--- src/rtl/datapath_pkg.sv ---
// Shared datapath definitions: shift opcodes, default widths and the shift-op FIFO entry layout.
package datapath_pkg;

  localparam int DP_WIDTH  = 16;
  localparam int DP_TAG_W  = 3;
  localparam int SH_CTRL_W = 2;

  typedef enum logic [1:0] {
    SH_SLL = 2'd0,
    SH_SRL = 2'd1,
    SH_SRA = 2'd2,
    SH_ROR = 2'd3
  } sh_op_e;

  // Entry layout at default widths; parameterised users pack the same field order flat.
  typedef struct packed {
    sh_op_e                ctrl;
    logic [DP_WIDTH-1:0]   shamt;
    logic [DP_WIDTH-1:0]   data;
    logic [DP_TAG_W-1:0]   tag;
  } sh_entry_t;

  function automatic int entry_width(input int w, input int t);
    return SH_CTRL_W + 2 * w + t;
  endfunction

endpackage

--- src/rtl/op_fifo2.sv ---
// Two-entry synchronous FIFO with flush; 1-bit pointers wrap modulo 2, occupancy 0..2.
module op_fifo2 #(
  parameter int DW = 8
) (
  input  logic          clk,
  input  logic          rst_n,
  input  logic          i_flush,
  input  logic          i_push,
  input  logic          i_pop,
  input  logic [DW-1:0] i_wdata,
  output logic [DW-1:0] o_rdata,
  output logic          o_full,
  output logic          o_empty
);

  logic [DW-1:0] r_mem [2];
  logic          r_wptr;
  logic          r_rptr;
  logic [1:0]    r_count;
  logic          w_push;
  logic          w_pop;

  assign o_full  = (r_count == 2'd2);
  assign o_empty = (r_count == 2'd0);
  assign o_rdata = r_mem[r_rptr];

  assign w_push = i_push && !o_full && !i_flush;
  assign w_pop  = i_pop && !o_empty && !i_flush;

  always_ff @(posedge clk) begin
    if (!rst_n) begin
      r_wptr  <= 1'b0;
      r_rptr  <= 1'b0;
      r_count <= 2'd0;
    end else if (i_flush) begin
      r_wptr  <= 1'b0;
      r_rptr  <= 1'b0;
      r_count <= 2'd0;
    end else begin
      if (w_push) r_wptr <= ~r_wptr;
      if (w_pop)  r_rptr <= ~r_rptr;
      case ({w_push, w_pop})
        2'b10:   r_count <= r_count + 2'd1;
        2'b01:   r_count <= r_count - 2'd1;
        default: r_count <= r_count;
      endcase
    end
  end

  // Storage needs no reset: occupancy alone decides what is valid.
  always_ff @(posedge clk) begin
    if (w_push) r_mem[r_wptr] <= i_wdata;
  end

endmodule

--- src/rtl/shifter.sv ---
// Combinational barrel shifter: logical left/right, arithmetic right and rotate right.
module shifter
  import datapath_pkg::*;
#(
  parameter int WIDTH = DP_WIDTH
) (
  input  logic [1:0]       shiftControl,
  input  logic [WIDTH-1:0] shamt,
  input  logic [WIDTH-1:0] data,
  output logic [WIDTH-1:0] result
);

  localparam logic [WIDTH-1:0] LP_W = WIDTH'(WIDTH);

  // Rotate expects shamt < WIDTH; callers reduce it first.
  always_comb begin
    result = data;
    case (sh_op_e'(shiftControl))
      SH_SLL:  result = data << shamt;
      SH_SRL:  result = data >> shamt;
      SH_SRA:  result = $signed(data) >>> shamt;
      SH_ROR:  result = (data >> shamt) | (data << (LP_W - shamt));
      default: result = data;
    endcase
  end

endmodule

--- src/rtl/shift_ex_stage.sv ---
// Execute stage for shift micro-ops: 2-deep input buffer, shifter with out-of-range
// correction, and a result register held until writeback accepts it.
module shift_ex_stage
  import datapath_pkg::*;
#(
  parameter int WIDTH = DP_WIDTH,
  parameter int TAG_W = DP_TAG_W
) (
  input  logic             clk,
  input  logic             rst_n,
  input  logic             flush,
  input  logic             in_valid,
  output logic             in_ready,
  input  logic [1:0]       in_ctrl,
  input  logic [WIDTH-1:0] in_shamt,
  input  logic [WIDTH-1:0] in_data,
  input  logic [TAG_W-1:0] in_tag,
  output logic             out_valid,
  input  logic             out_ready,
  output logic [WIDTH-1:0] out_result,
  output logic [TAG_W-1:0] out_tag,
  output logic [15:0]      op_count
);

  localparam int               ENTRY_W = entry_width(WIDTH, TAG_W);
  localparam logic [WIDTH-1:0] LP_W    = WIDTH'(WIDTH);

  logic [ENTRY_W-1:0] w_wdata;
  logic [ENTRY_W-1:0] w_head;
  logic               w_fifo_full;
  logic               w_fifo_empty;
  logic               w_push;
  logic               w_load;

  logic [1:0]         w_head_ctrl;
  logic [WIDTH-1:0]   w_head_shamt;
  logic [WIDTH-1:0]   w_head_data;
  logic [TAG_W-1:0]   w_head_tag;
  logic [WIDTH-1:0]   w_sh_shamt;
  logic [WIDTH-1:0]   w_sh_result;
  logic [WIDTH-1:0]   w_fixed;
  logic               w_oor;

  logic               r_out_valid;
  logic [WIDTH-1:0]   r_out_result;
  logic [TAG_W-1:0]   r_out_tag;
  logic [15:0]        r_op_count;

  // in_ready depends only on registered occupancy, never on out_ready.
  assign in_ready = !w_fifo_full;
  assign w_push   = in_valid && !w_fifo_full && !flush;
  assign w_load   = !w_fifo_empty && (!r_out_valid || out_ready) && !flush;
  assign w_wdata  = {in_ctrl, in_shamt, in_data, in_tag};

  op_fifo2 #(
    .DW (ENTRY_W)
  ) u_fifo (
    .clk     (clk),
    .rst_n   (rst_n),
    .i_flush (flush),
    .i_push  (w_push),
    .i_pop   (w_load),
    .i_wdata (w_wdata),
    .o_rdata (w_head),
    .o_full  (w_fifo_full),
    .o_empty (w_fifo_empty)
  );

  assign {w_head_ctrl, w_head_shamt, w_head_data, w_head_tag} = w_head;

  assign w_oor      = (w_head_shamt >= LP_W);
  assign w_sh_shamt = (w_head_ctrl == SH_ROR) ? (w_head_shamt % LP_W) : w_head_shamt;

  shifter #(
    .WIDTH (WIDTH)
  ) u_shifter (
    .shiftControl (w_head_ctrl),
    .shamt        (w_sh_shamt),
    .data         (w_head_data),
    .result       (w_sh_result)
  );

  // Large amounts are pinned explicitly rather than trusting the shifter's overflow behaviour.
  always_comb begin
    w_fixed = w_sh_result;
    if (w_oor) begin
      case (sh_op_e'(w_head_ctrl))
        SH_SLL:  w_fixed = '0;
        SH_SRL:  w_fixed = '0;
        SH_SRA:  w_fixed = {WIDTH{w_head_data[WIDTH-1]}};
        default: w_fixed = w_sh_result;
      endcase
    end
  end

  always_ff @(posedge clk) begin
    if (!rst_n) begin
      r_out_valid  <= 1'b0;
      r_out_result <= '0;
      r_out_tag    <= '0;
      r_op_count   <= 16'd0;
    end else begin
      if (r_out_valid && out_ready) r_op_count <= r_op_count + 16'd1;
      if (flush) begin
        r_out_valid <= 1'b0;
      end else if (w_load) begin
        r_out_valid  <= 1'b1;
        r_out_result <= w_fixed;
        r_out_tag    <= w_head_tag;
      end else if (out_ready) begin
        r_out_valid <= 1'b0;
      end
    end
  end

  assign out_valid  = r_out_valid;
  assign out_result = r_out_result;
  assign out_tag    = r_out_tag;
  assign op_count   = r_op_count;

endmodule

--- config.mk ---
export PLATFORM = sky130hd
export DESIGN_NAME = shift_ex_stage
export DESIGN_NICKNAME = d
export VERILOG_FILES = /design/src/rtl/datapath_pkg.sv /design/src/rtl/op_fifo2.sv /design/src/rtl/shifter.sv /design/src/rtl/shift_ex_stage.sv
export SDC_FILE = /design/constraint.sdc
export NUM_CORES = 1
export LEC_CHECK = 0
export ABC_AREA = 1
export CAP_MARGIN = 20
export CORE_MARGIN = 1
export CORE_UTILIZATION = 45
export CTS_CLUSTER_SIZE = 30
export DETAILED_ROUTE_END_ITERATION = 10
export PLACE_DENSITY = 0.73
export SLEW_MARGIN = 40
export SYNTH_ARGS = -nofsm -noshare
export SYNTH_HDL_FRONTEND = slang
export SYNTH_SLANG_ARGS = --single-unit
--- constraint.sdc ---
create_clock -name clk -period 3.9 [get_ports clk]
set_input_delay 0.78 -clock clk [delete_from_list [all_inputs] [get_ports clk]]
set_output_delay 0.78 -clock clk [all_outputs]
set_load 0.02 [all_outputs]
* Word-level counts from Yosys, hierarchy flattened *
Memory sizes are Yosys's and may differ from the RTL's. A register that Yosys moved wholly into a read port is not among the register bits.
Cells that the tools add are included.

storage, ports and cells
  bits in latches = 0
  input bits = 42
  output and inout port bits = 37
  RAM bits = 74
  register bits after elaboration = 40
  memories = 1
  bits in read-only memories = 0
  logic and storage cells = 60

operators by class
  eq/ne operators = 6
  order comparisons = 1
  shifts and indexed selects = 4
  reduce and logical (&&, ||, !) cells = 21
  mux-type cells = 11
  bitwise gates (word level) = 5
  $mul = 0
  divide/modulo/power cells = 0
  add/subtract/negate cells = 4

memory list
  memory        depth  width  read ports  clocked after memory_dff  wr ports  RTL line        source
  u_fifo.r_mem  2      37     1           1                         1         op_fifo2.sv:16  logic [DW-1:0] r_mem [2];

operators by type and width
  kind                     number
  $pmux W16 S4             1
  $mux W16                 2
  $pmux W16 S2             1
  $shl A16 B16 Y16         2
  $add A16 B1 Y16 const B  1
  $ge A16 B5 Y1 const B    1
  $or A16 B16 Y16          1
  $shr A16 B16 Y16         1
  $sshr A16 B16 Y16        1
  $sub A5 B16 Y16 const A  1
  $logic_and A1 B1 Y1      9
  $eq A2 B2 Y1 const B     4
  $mux W1                  6
  $eq A2 B1 Y1 const B     2
  $logic_not A1 Y1         4
  $logic_not A2 Y1         2
  $not A1 Y1               4
  $pmux W2 S2              1
  $reduce_bool A2 Y1       2
  $reduce_or A2 Y1         2
  $add A2 B1 Y2 const B    1
  $reduce_and A2 Y1        1
  $sub A2 B1 Y2 const B    1
  $logic_or A1 B1 Y1       1

* Depth between registers and ports, before layout *
Gate-level depths: netlist (run 1).

  depth after elaboration = 8
  gate-level depth with buffers = 31
  depth with buffers taken out = 25

* Modules after synthesis *
A second synthesis (run 1) with hierarchy kept.

second synthesis, totals
  cells, all modules = 1,079
  area, all modules = 7,911.3 um^2

by module, submodules not included
  module          cells an instance  area each (um^2)  instances  sequential area each (um^2)
  shifter         672                3,100.5           1          0.0
  op_fifo2        156                3,079.2           1          2,322.2
  shift_ex_stage  251                1,731.7           1          720.7

* Worst setup path before layout (run 1) *
OpenSTA, ideal clock, no wires.

  path type = reg-to-reg
  start point = reg (tool-made name)
  end point = reg r_out_result[9], in the netlist out_result[9]
  buffers on the path = 6
  slack = 0.410 ns
  required time = 3.833 ns
  clock period less this slack = 3.490 ns
  library setup time = 0.067 ns
  cell stages (with the launch flop) = 32
  arrival time = 3.423 ns
  cell sequence = dfxtp_1 -> buf_6 -> inv_6 -> buf_6 -> nand2_4 -> nand2_2 -> buf_2 -> clkinv_1 -> buf_2 -> buf_1 -> ha_1 -> nand3_1 -> nor2_2 -> nor2_1 -> nor2_4 -> nand2_1 -> nand2_1 -> nand2_1 -> nor2_1 -> nand2_1 -> nor2_2 -> buf_4 -> nand4_1 -> nand2_1 -> nand3_1 -> a21oi_1 -> nand2_1 -> nand2_1 -> nand2_1 -> nand3_1 -> nand2_1 -> a21oi_2

RTL lines
  element               RTL line               source
  end signal, assigned  shift_ex_stage.sv:108  r_out_result <= w_fixed;
  end, declared         shift_ex_stage.sv:45   logic [WIDTH-1:0] r_out_result;

==> flow_summary.toml, run 1 <==
[outcome]
status = "finished clean"

[critical_path]
crit_cells = 24
crit_top_cell = "nand2_1"
crit_chain = "inv_6 > nand2_2 > nand2_4 > nand2_4 > nand2_2 > inv_2 > nand2_4 > nand2_2 > inv_2 > nand2_1 > nand2_1 > nand3_1 > nor2_1 > buf_4 > nand4_1 > nand2_1 > nand3_1 > a21oi_1 > nand2_1 > nand2_1 > nand2_1 > nand3_1 > nand2_1 > a21oi_2"
rr_worst_depth = 24
path_buf_inv = 4
crit_required_ns = 4.25
max_stage_delay_ns = 0.42
critPathKind = "flop to flop"
crit_slowest_cell = "dfxtp_4"
endpoint_kind = "flop"
worstPathArrival_ns = 3.78
critPathMaxFanout = 33
critPathLaunchType = "flop"
cp_top_family = "simple AND/OR/NAND/NOR gates"

[placed_design]
place_area_um2 = 8470
dp_slack_ns = 0.382
routabilityCongestion = 0.993
io_buffers = 78
hpwl_mm = 16.7

[final_layout]
utilization_pct = 56.6
syn_to_final_growth_pct = 21.5
layout_common_cells = "352 x nand2_1, 89 x inv_1, 86 x nand3_1, 78 x clkdlybuf4s50_1, 77 x o21ai_0"
stdcell_area_um2 = 9090
diodes = 0
nets = 1183
final_common_cell = "nand2_1"
drive_above_1_share_pct = 8.77

[die]
die_w_um = 131
std_cell_rows = 46
die_h_um = 131
ios = 79
start_util_pct = 46.6
core_um2 = 16100
dieArea_um2 = 17200

[global_route]
antenna_found_initial = 0
grt_start_max_net_pins = 38
grt_pass1_vias = 6945
grt_usage_pct = 27.6
grt_overflow = 0
grt_pass1_wl_mm = 35.6

[clocking]
cts-resized-gates = 0
cts.clk_slew.worst_paths_ns = 0.06
cts_setup_buffers = 0
clockRootBuffer = "clkbuf_16"
cts_tree = "built"
cts_buffer_depth = 2
cts.sinks = 115
clk_latency_ns = 0.42
htreeDepth = 4
cts_made_buffers = 17
hold_buffers = 0

[pwr]
ir_drop_v = 0.000354
leakage_nw = 3.67
cellPowerDensity_nw_per_um2 = 374
power_mw = 3.40

[synthesis]
ys_seq_area_share_pct = 40.7
ys_types = 52
async_flop_share_pct = 0
syn_area_um2 = 7480
syn_nets = 1111
yosys_warnings = 0
ys_seq_elements = 115
synth_edf_count = 74
syn_inst = 1066
synth_top_flop_cell = "edfxtp_1"
postSynthAreaPerCell_um2 = 7.02

[sta]
slew_viol_final = 0
slew_headroom_pct = 50.8
fin_crit_ns = 3.43
hold_viol = 0
setup_slack_ns = 0.470
clock.fmax_mhz = 292
finalSetupViolCount = 0
period_share_pct = 87.9
rsz0062_at_grt = "no"
tightest_slew_ns = 0.738
clock_skew_ns = 0.00734
fin_tns_setup_ns = 0

[drt]
ant_nets = 0
drc_errors = 0
vias = 7612
wire_per_inst_um = 16.1
via_per_inst = 5.57
drt_wl_total_mm = 22.0
drt_iter0_drc = 818
first_pass_iters = 6

[hold_path]
holdPathStages = 2
min_from = "op_count[15]$_SDFFE_PN0P_"
hold_path.class = "flop to flop"

[flow_run]
maxCapViolCount = 0
## report_power, final
| part | internal [mW] | switching, mW | leakage [nW] |
|---|---|---|---|
| Sequential | 1.33 | 0.0102 | 1.01 |
| Clock | 0.979 | 0.579 | 0.295 |
| Combinational | 0.168 | 0.342 | 2.36 |
## through the flow
| step | cells | hold WS [ns] |
|---|---|---|
| 6_report | 1367 | 0.461 |
| 5_1_grt | 1367 | 0.476 |
| 4_1_cts | 1367 | 0.463 |
| 3_5_place_dp | 1335 | 0.456 |
| 3_3_place_gp | 1335 | 0.449 |
| 2_1_floorplan | 1066 | 0.444 |
## worst paths after layout
| kind | to | slack (ns) |
|---|---|---|
| max | out_result[9]$_SDFFE_PN0P_ | 0.47 |
| min | op_count[15]$_SDFFE_PN0P_ | 0.46 |
| max reg2reg | out_result[9]$_SDFFE_PN0P_ | 0.47 |
| min reg2reg | op_count[15]$_SDFFE_PN0P_ | 0.46 |
## per-layer routing
| layer | GRT usage [%] | vias to the layer above | wire, um |
|---|---|---|---|
| met5 | 0 | - | 0 |
| met4 | 11.6 | 0 | 721 |
| met3 | 6.19 | 59 | 1810 |
| met2 | 42.3 | 387 | 9900 |
| met1 | 37.4 | 3436 | 9580 |
| li1 | - | 3730 | - |
## Yosys cell counts (5+ instances only)
cell | n | area, um2
nand2_1 | 352 | 1320
inv_1 | 89 | 334
nand3_1 | 86 | 430
o21ai_0 | 77 | 385
edfxtp_1 | 74 | 2220
nor2_1 | 64 | 240
a21oi_1 | 54 | 270
dfxtp_1 | 41 | 821
nand4_1 | 27 | 169
o21ai_1 | 26 | 130
clkbuf_1 | 22 | 82.6
buf_2 | 12 | 60.1
nand2_2 | 12 | 75.1
o211ai_1 | 12 | 90.1
nor3_1 | 11 | 55.1
inv_2 | 10 | 37.5
o22ai_1 | 8 | 50.1
a31oi_1 | 6 | 37.5
buf_4 | 6 | 45.0
buf_6 | 6 | 67.6
nand3b_1 | 6 | 45.0
o2111ai_1 | 5 | 43.8
o21a_1 | 5 | 37.5
xor2_1 | 5 | 43.8
## worst reg2reg max path, delay by kind of cell, from the launching register on
kind	cells	cell delay [ns]
flip-flops	1	0.42
AO/OA/AOI/OAI	2	0.29
buffers and inverters	4	0.63
AND/OR/NAND/NOR	18	2.02
## cell families (layout without fill, tap and decap cells)
kind of cell | after synthesis | count (layout) | synth area share (%)
buf+inv | 153 | 238 | 8.84
compound gates | 206 | 206 | 15.4
fa+ha+maj | 3 | 3 | 0.502
mux | 1 | 1 | 0.134
xor+xnor | 6 | 6 | 0.702
simple gates | 582 | 582 | 33.8
flops | 115 | 115 | 40.7
## area by class of cell
class	count	area [um2]
clock buffer	21	493
clock inverter	11	114
fill	1493	6960
inverter	103	392
multi-input combinational	798	3810
sequential	115	3050
tap	216	270
timing repair buffer	103	972
## state kept, by name (all words and copies together), names as in the netlist, named ones only
name and cells:
op_count 16, out_result 16, out_tag 3, out_valid 1, u_fifo.r_count 2, u_fifo.r_mem 74
u_fifo.r_rptr 1, u_fifo.r_wptr 1
Note: power is estimated with default switching activity, not from simulation.
==> run 2: changes to the inputs <==
- CORE_UTILIZATION: 45 -> 58
- PLACE_DENSITY: 0.73 -> 0.88
==> flow_summary.toml, run 2 (same netlist as run 1, synthesis figures left out) <==
[pwr]
leakage_nw = 3.67
cellPowerDensity_nw_per_um2 = 385
power_mw = 3.48
ir_drop_v = 0.000663

[placed_design]
hpwl_mm = 16.0
place_area_um2 = 8390
io_buffers = 78
routabilityCongestion = 0.990
dp_slack_ns = 0.645
post-place-cells = 1287

[clocking]
hold_buffers = 0
cts_made_buffers = 17
clockRootBuffer = "clkbuf_16"
cts_tree = "built"
htreeDepth = 4
cts-resized-gates = 0
cts.clk_slew.worst_paths_ns = 0.05
cts_setup_buffers = 0
clk_latency_ns = 0.42
cts_buffer_depth = 2
cts.sinks = 115

[final_layout]
final_common_cell = "nand2_1"
fin_cells = 1319
drive_above_1_share_pct = 8.28
utilization_pct = 71.5
syn_to_final_growth_pct = 20.6
layout_common_cells = "352 x nand2_1, 89 x inv_1, 86 x nand3_1, 78 x clkdlybuf4s50_1, 77 x o21ai_0"
regMostFlops = "u_fifo.r_mem"
stdcell_area_um2 = 9030
diodes = 0
nets = 1179
largest_reg_flops = 74

[sta]
slew_viol_final = 0
fin_tns_setup_ns = 0
slew_headroom_pct = 48.5
hold_viol = 0
clock_skew_ns = 0.00893
tightest_slew_ns = 0.772
period_share_pct = 88.3
clock.fmax_mhz = 290
setup_slack_ns = 0.456
fin_crit_ns = 3.44
holdWs_ns = 0.464
finalSetupViolCount = 0
rsz0062_at_grt = "no"

[drt]
vias = 7738
drt_iter0_drc = 1070
wire_per_inst_um = 17.4
via_per_inst = 5.87
drc_errors = 0
drt_wl_total_mm = 22.9
first_pass_iters = 9
ant_nets = 0

[global_route]
grt_overflow = 0
grt_usage_pct = 36.1
grt_pass1_wl_mm = 36.0
antenna_found_initial = 0
grt_pass1_vias = 7102
grt_start_max_net_pins = 38

[die]
core_um2 = 12600
ios = 79
die_h_um = 116
std_cell_rows = 41
dieArea_um2 = 13400
die_w_um = 116
start_util_pct = 59.3

[critical_path]
critPathKind = "flop to flop"
crit_slowest_cell = "dfxtp_2"
crit_chain = "buf_4 > nand2_1 > nand2_1 > nand2_1 > nor2_1 > nand2_1 > nand2_2 > nand2_2 > inv_2 > nand2_1 > o21ai_1 > o21ai_1 > or2_1 > o21a_1 > or2_0 > nand2_1 > nand2_1 > nand3_1 > nand2_1 > a21oi_1"
critPathMaxFanout = 27
cp_top_family = "simple AND/OR/NAND/NOR gates"
crit_required_ns = 4.24
rr_worst_depth = 20
reg2reg_slack_ns = 0.46
crit_top_cell = "nand2_1"
max_stage_delay_ns = 0.46
reg2reg_to = "out_result[8]$_SDFFE_PN0P_"
endpoint_kind = "flop"
critPathLaunchType = "flop"
worstPathArrival_ns = 3.78
critPathCapture = "out_result[8]$_SDFFE_PN0P_"
path_buf_inv = 2
crit_cells = 20

[outcome]
status = "finished clean"

[flow_run]
maxCapViolCount = 0

[hold_path]
hold_path.class = "flop to flop"
-- run 2: changes by cell type in the layout (fill, tap and decap cells not counted), sizes merged --
cell      previous run  this run
inv                104       100
clkinvlp             1         0
buf                 25        21
bufinv               1         2
clkbuf              21        25
-- run 2: worst min path at each step --
stage / from / endpoint / slack (ns) / cells past startpoint
after detailed placement: op_count[15]$_SDFFE_PN0P_ / op_count[15]$_SDFFE_PN0P_ / 0.46 / 2
after global routing: out_result[0]$_SDFFE_PN0P_ / out_result[0]$_SDFFE_PN0P_ / 0.48 / 2
final: out_result[6]$_SDFFE_PN0P_ / out_result[6]$_SDFFE_PN0P_ / 0.46 / 2
after global placement: op_count[15]$_SDFFE_PN0P_ / op_count[15]$_SDFFE_PN0P_ / 0.45 / 2
after floorplan: u_fifo.r_count[0]$_SDFFE_PP0P_ / u_fifo.r_count[0]$_SDFFE_PP0P_ / 0.44 / 1
after CTS: out_result[0]$_SDFFE_PN0P_ / out_result[0]$_SDFFE_PN0P_ / 0.47 / 2
-- run 2: area by class of cell --
| cell class | instances | area, um2 |
|---|---|---|
| flip-flops and latches | 115 | 3040 |
| repair buffers | 99 | 938 |
| inverters | 103 | 392 |
| multi-input cells | 798 | 3800 |
| clock buffers | 25 | 549 |
| clock inverters | 7 | 87.6 |
| well taps | 172 | 215 |
| fillers | 1016 | 3590 |
-- run 2: worst min-delay path, stage by stage, from the launching register on --
cell     delay, ns
dfxtp_1       0.31
nand2_1       0.06
a21oi_1       0.05
-- run 2: metal layers --
| layer | GRT usage, % | part of all wire [%] |
|---|---|---|
| met1 | 46.3 | 40 |
| met2 | 56.0 | 46 |
| met5 | 0 | 0 |
| met3 | 8.73 | 9.0 |
| met4 | 20.2 | 4.6 |
-- run 2: where the power goes --
part	switching, mW	internal (mW)	leakage (nW)
logic	0.343	0.166	2.34
registers	0.0106	1.33	1.01
clock network	0.531	1.10	0.316
==> run 3: changes to the inputs <==
- CORE_UTILIZATION: 58 -> 59
- CTS_BUF_LIST: unset -> sky130_fd_sc_hd__clkbuf_4 sky130_fd_sc_hd__clkbuf_8
- PLACE_DENSITY: 0.88 -> 0.9
==> flow_summary.toml, run 3 (same netlist as run 1, synthesis figures left out) <==
[outcome]
status = "finished clean"

[global_route]
grt_start_max_net_pins = 38
grt_pass1_wl_mm = 39.7
grt_usage_pct = 40.3
antenna_found_initial = 0
grt_overflow = 0
grt_pass1_vias = 7555

[critical_path]
crit_chain = "buf_4 > nand2_1 > nand2_1 > nand2_1 > nor2_1 > nand2_1 > nand2_2 > nand2_2 > inv_2 > nand2_1 > nand2_1 > nand2_1 > o21ai_0 > nand2_1 > o21ai_1 > nand2_1 > o21ai_0 > nand2_1 > nand3_1 > o21ai_1 > a21oi_1"
reg2reg_to = "out_result[2]$_SDFFE_PN0P_"
crit_top_cell = "nand2_1"
max_stage_delay_ns = 0.48
path_buf_inv = 2
critPathMaxFanout = 30
endpoint_kind = "flop"
crit_slowest_cell = "dfxtp_2"
critPathLaunchType = "flop"
reg2reg_slack_ns = 0.38
worstPathArrival_ns = 3.89
critPathKind = "flop to flop"
rr_worst_depth = 21
cp_top_family = "simple AND/OR/NAND/NOR gates"
crit_cells = 21
crit_required_ns = 4.27

[pwr]
cellPowerDensity_nw_per_um2 = 345
leakage_nw = 3.56
power_mw = 3.04
ir_drop_v = 0.000405

[final_layout]
seqCellArea_um2 = 3040
layout_common_cells = "352 x nand2_1, 88 x inv_1, 86 x nand3_1, 78 x clkdlybuf4s50_1, 77 x o21ai_0"
regMostFlops = "u_fifo.r_mem"
final_common_cell = "nand2_1"
syn_to_final_growth_pct = 17.7
drive_above_1_share_pct = 8.54
fillers = 968
nets = 1179
diodes = 0
largest_reg_flops = 74
utilization_pct = 72.1
multi_input_area_um2 = 3800

[hold_path]
min_to = "out_result[6]$_SDFFE_PN0P_"
hold_path.class = "flop to flop"
holdPathStages = 2
min_from = "out_result[6]$_SDFFE_PN0P_"

[sta]
rsz0062_at_grt = "no"
clock_skew_ns = 0.0114
setup_slack_ns = 0.381
clock.fmax_mhz = 284
finalSetupViolCount = 0
slew_headroom_pct = 46.1
period_share_pct = 90.2
hold_viol = 0
fin_tns_setup_ns = 0
slew_viol_final = 0
fin_crit_ns = 3.52
tightest_slew_ns = 0.805

[placed_design]
routabilityCongestion = 1.02
dp_slack_ns = 0.510
hpwl_mm = 17.6
io_buffers = 78

[clocking]
cts-resized-gates = 0
cts_tree = "built"
cts_buffer_depth = 2
htreeDepth = 4
cts.clk_slew.worst_paths_ns = 0.07
clk_latency_ns = 0.44
cts_made_buffers = 17
cts.sinks = 115
cts_setup_buffers = 0
hold_buffers = 0
clockRootBuffer = "clkbuf_8"

[die]
die_h_um = 115
std_cell_rows = 40
ios = 79
core_um2 = 12200
start_util_pct = 61.3
die_w_um = 115
dieArea_um2 = 13100

[drt]
via_per_inst = 6.11
vias = 8037
drc_errors = 0
drt_iter0_drc = 1261
ant_nets = 0
first_pass_iters = 6
wire_per_inst_um = 19.3
drt_wl_total_mm = 25.4

[flow_run]
maxCapViolCount = 0
==> run 3: changes by cell type in the layout (fill, tap and decap cells not counted), sizes merged <==
cell	before	now
inv	100	102
bufinv	2	3
clkbuf	25	20
clkinvlp	0	2
==> run 3: metal layers <==
| layer | GRT usage, % | share of wire, % |
|---|---|---|
| met1 | 49.2 | 37 |
| met2 | 67.4 | 48 |
| met3 | 8.31 | 9.6 |
| met4 | 20.7 | 5.2 |
| met5 | 0 | 0 |
==> run 3: how the worst max path moves through the flow <==
stage          slack [ns]                          end
4_1_cts              0.47   out_result[2]$_SDFFE_PN0P_
5_1_grt              0.03  out_result[13]$_SDFFE_PN0P_
3_5_place_dp         0.51   out_result[2]$_SDFFE_PN0P_
6_report             0.38   out_result[2]$_SDFFE_PN0P_
3_3_place_gp         0.58   out_result[2]$_SDFFE_PN0P_
2_1_floorplan        0.41   out_result[9]$_SDFFE_PN0P_
==> run 3: report_power, final <==
part           internal (mW)  leakage, nW  switching (mW)
Combinational          0.166         2.34           0.352
Sequential              1.32         1.01          0.0121
Clock                  0.674        0.213           0.507
Total                   2.16         3.56           0.871
==> run 3: layout make-up <==
class | instances | area share (%)
tap | 168 | 2.39
clock buffer | 20 | 3.05
inverter | 103 | 4.45
multi-input combinational | 798 | 43.2
clock inverter | 12 | 1.73
timing repair buffer | 99 | 10.7
sequential | 115 | 34.6
==> run 3: worst register-to-register path, cell delays in order, from the launching register on <==
cell,delay (ns)
dfxtp_2,0.48
buf_4,0.37
nand2_1,0.13
nand2_1,0.14
nand2_1,0.12
nor2_1,0.13
nand2_1,0.10
nand2_2,0.09
nand2_2,0.12
inv_2,0.26
nand2_1,0.15
nand2_1,0.11
nand2_1,0.07
o21ai_0,0.33
nand2_1,0.09
o21ai_1,0.22
nand2_1,0.08
o21ai_0,0.09
nand2_1,0.07
nand3_1,0.12
o21ai_1,0.08
a21oi_1,0.12
==> run 3: per-stage QoR <==
step	hold slack (ns)	area [um2]	std cells
finish	0.467	8810	1315
global route	0.488	8810	1315
CTS	0.469	8810	1315
detailed placement	0.457	8380	1283
global placement	0.448	8380	1283
floorplan	0.444	7480	1066
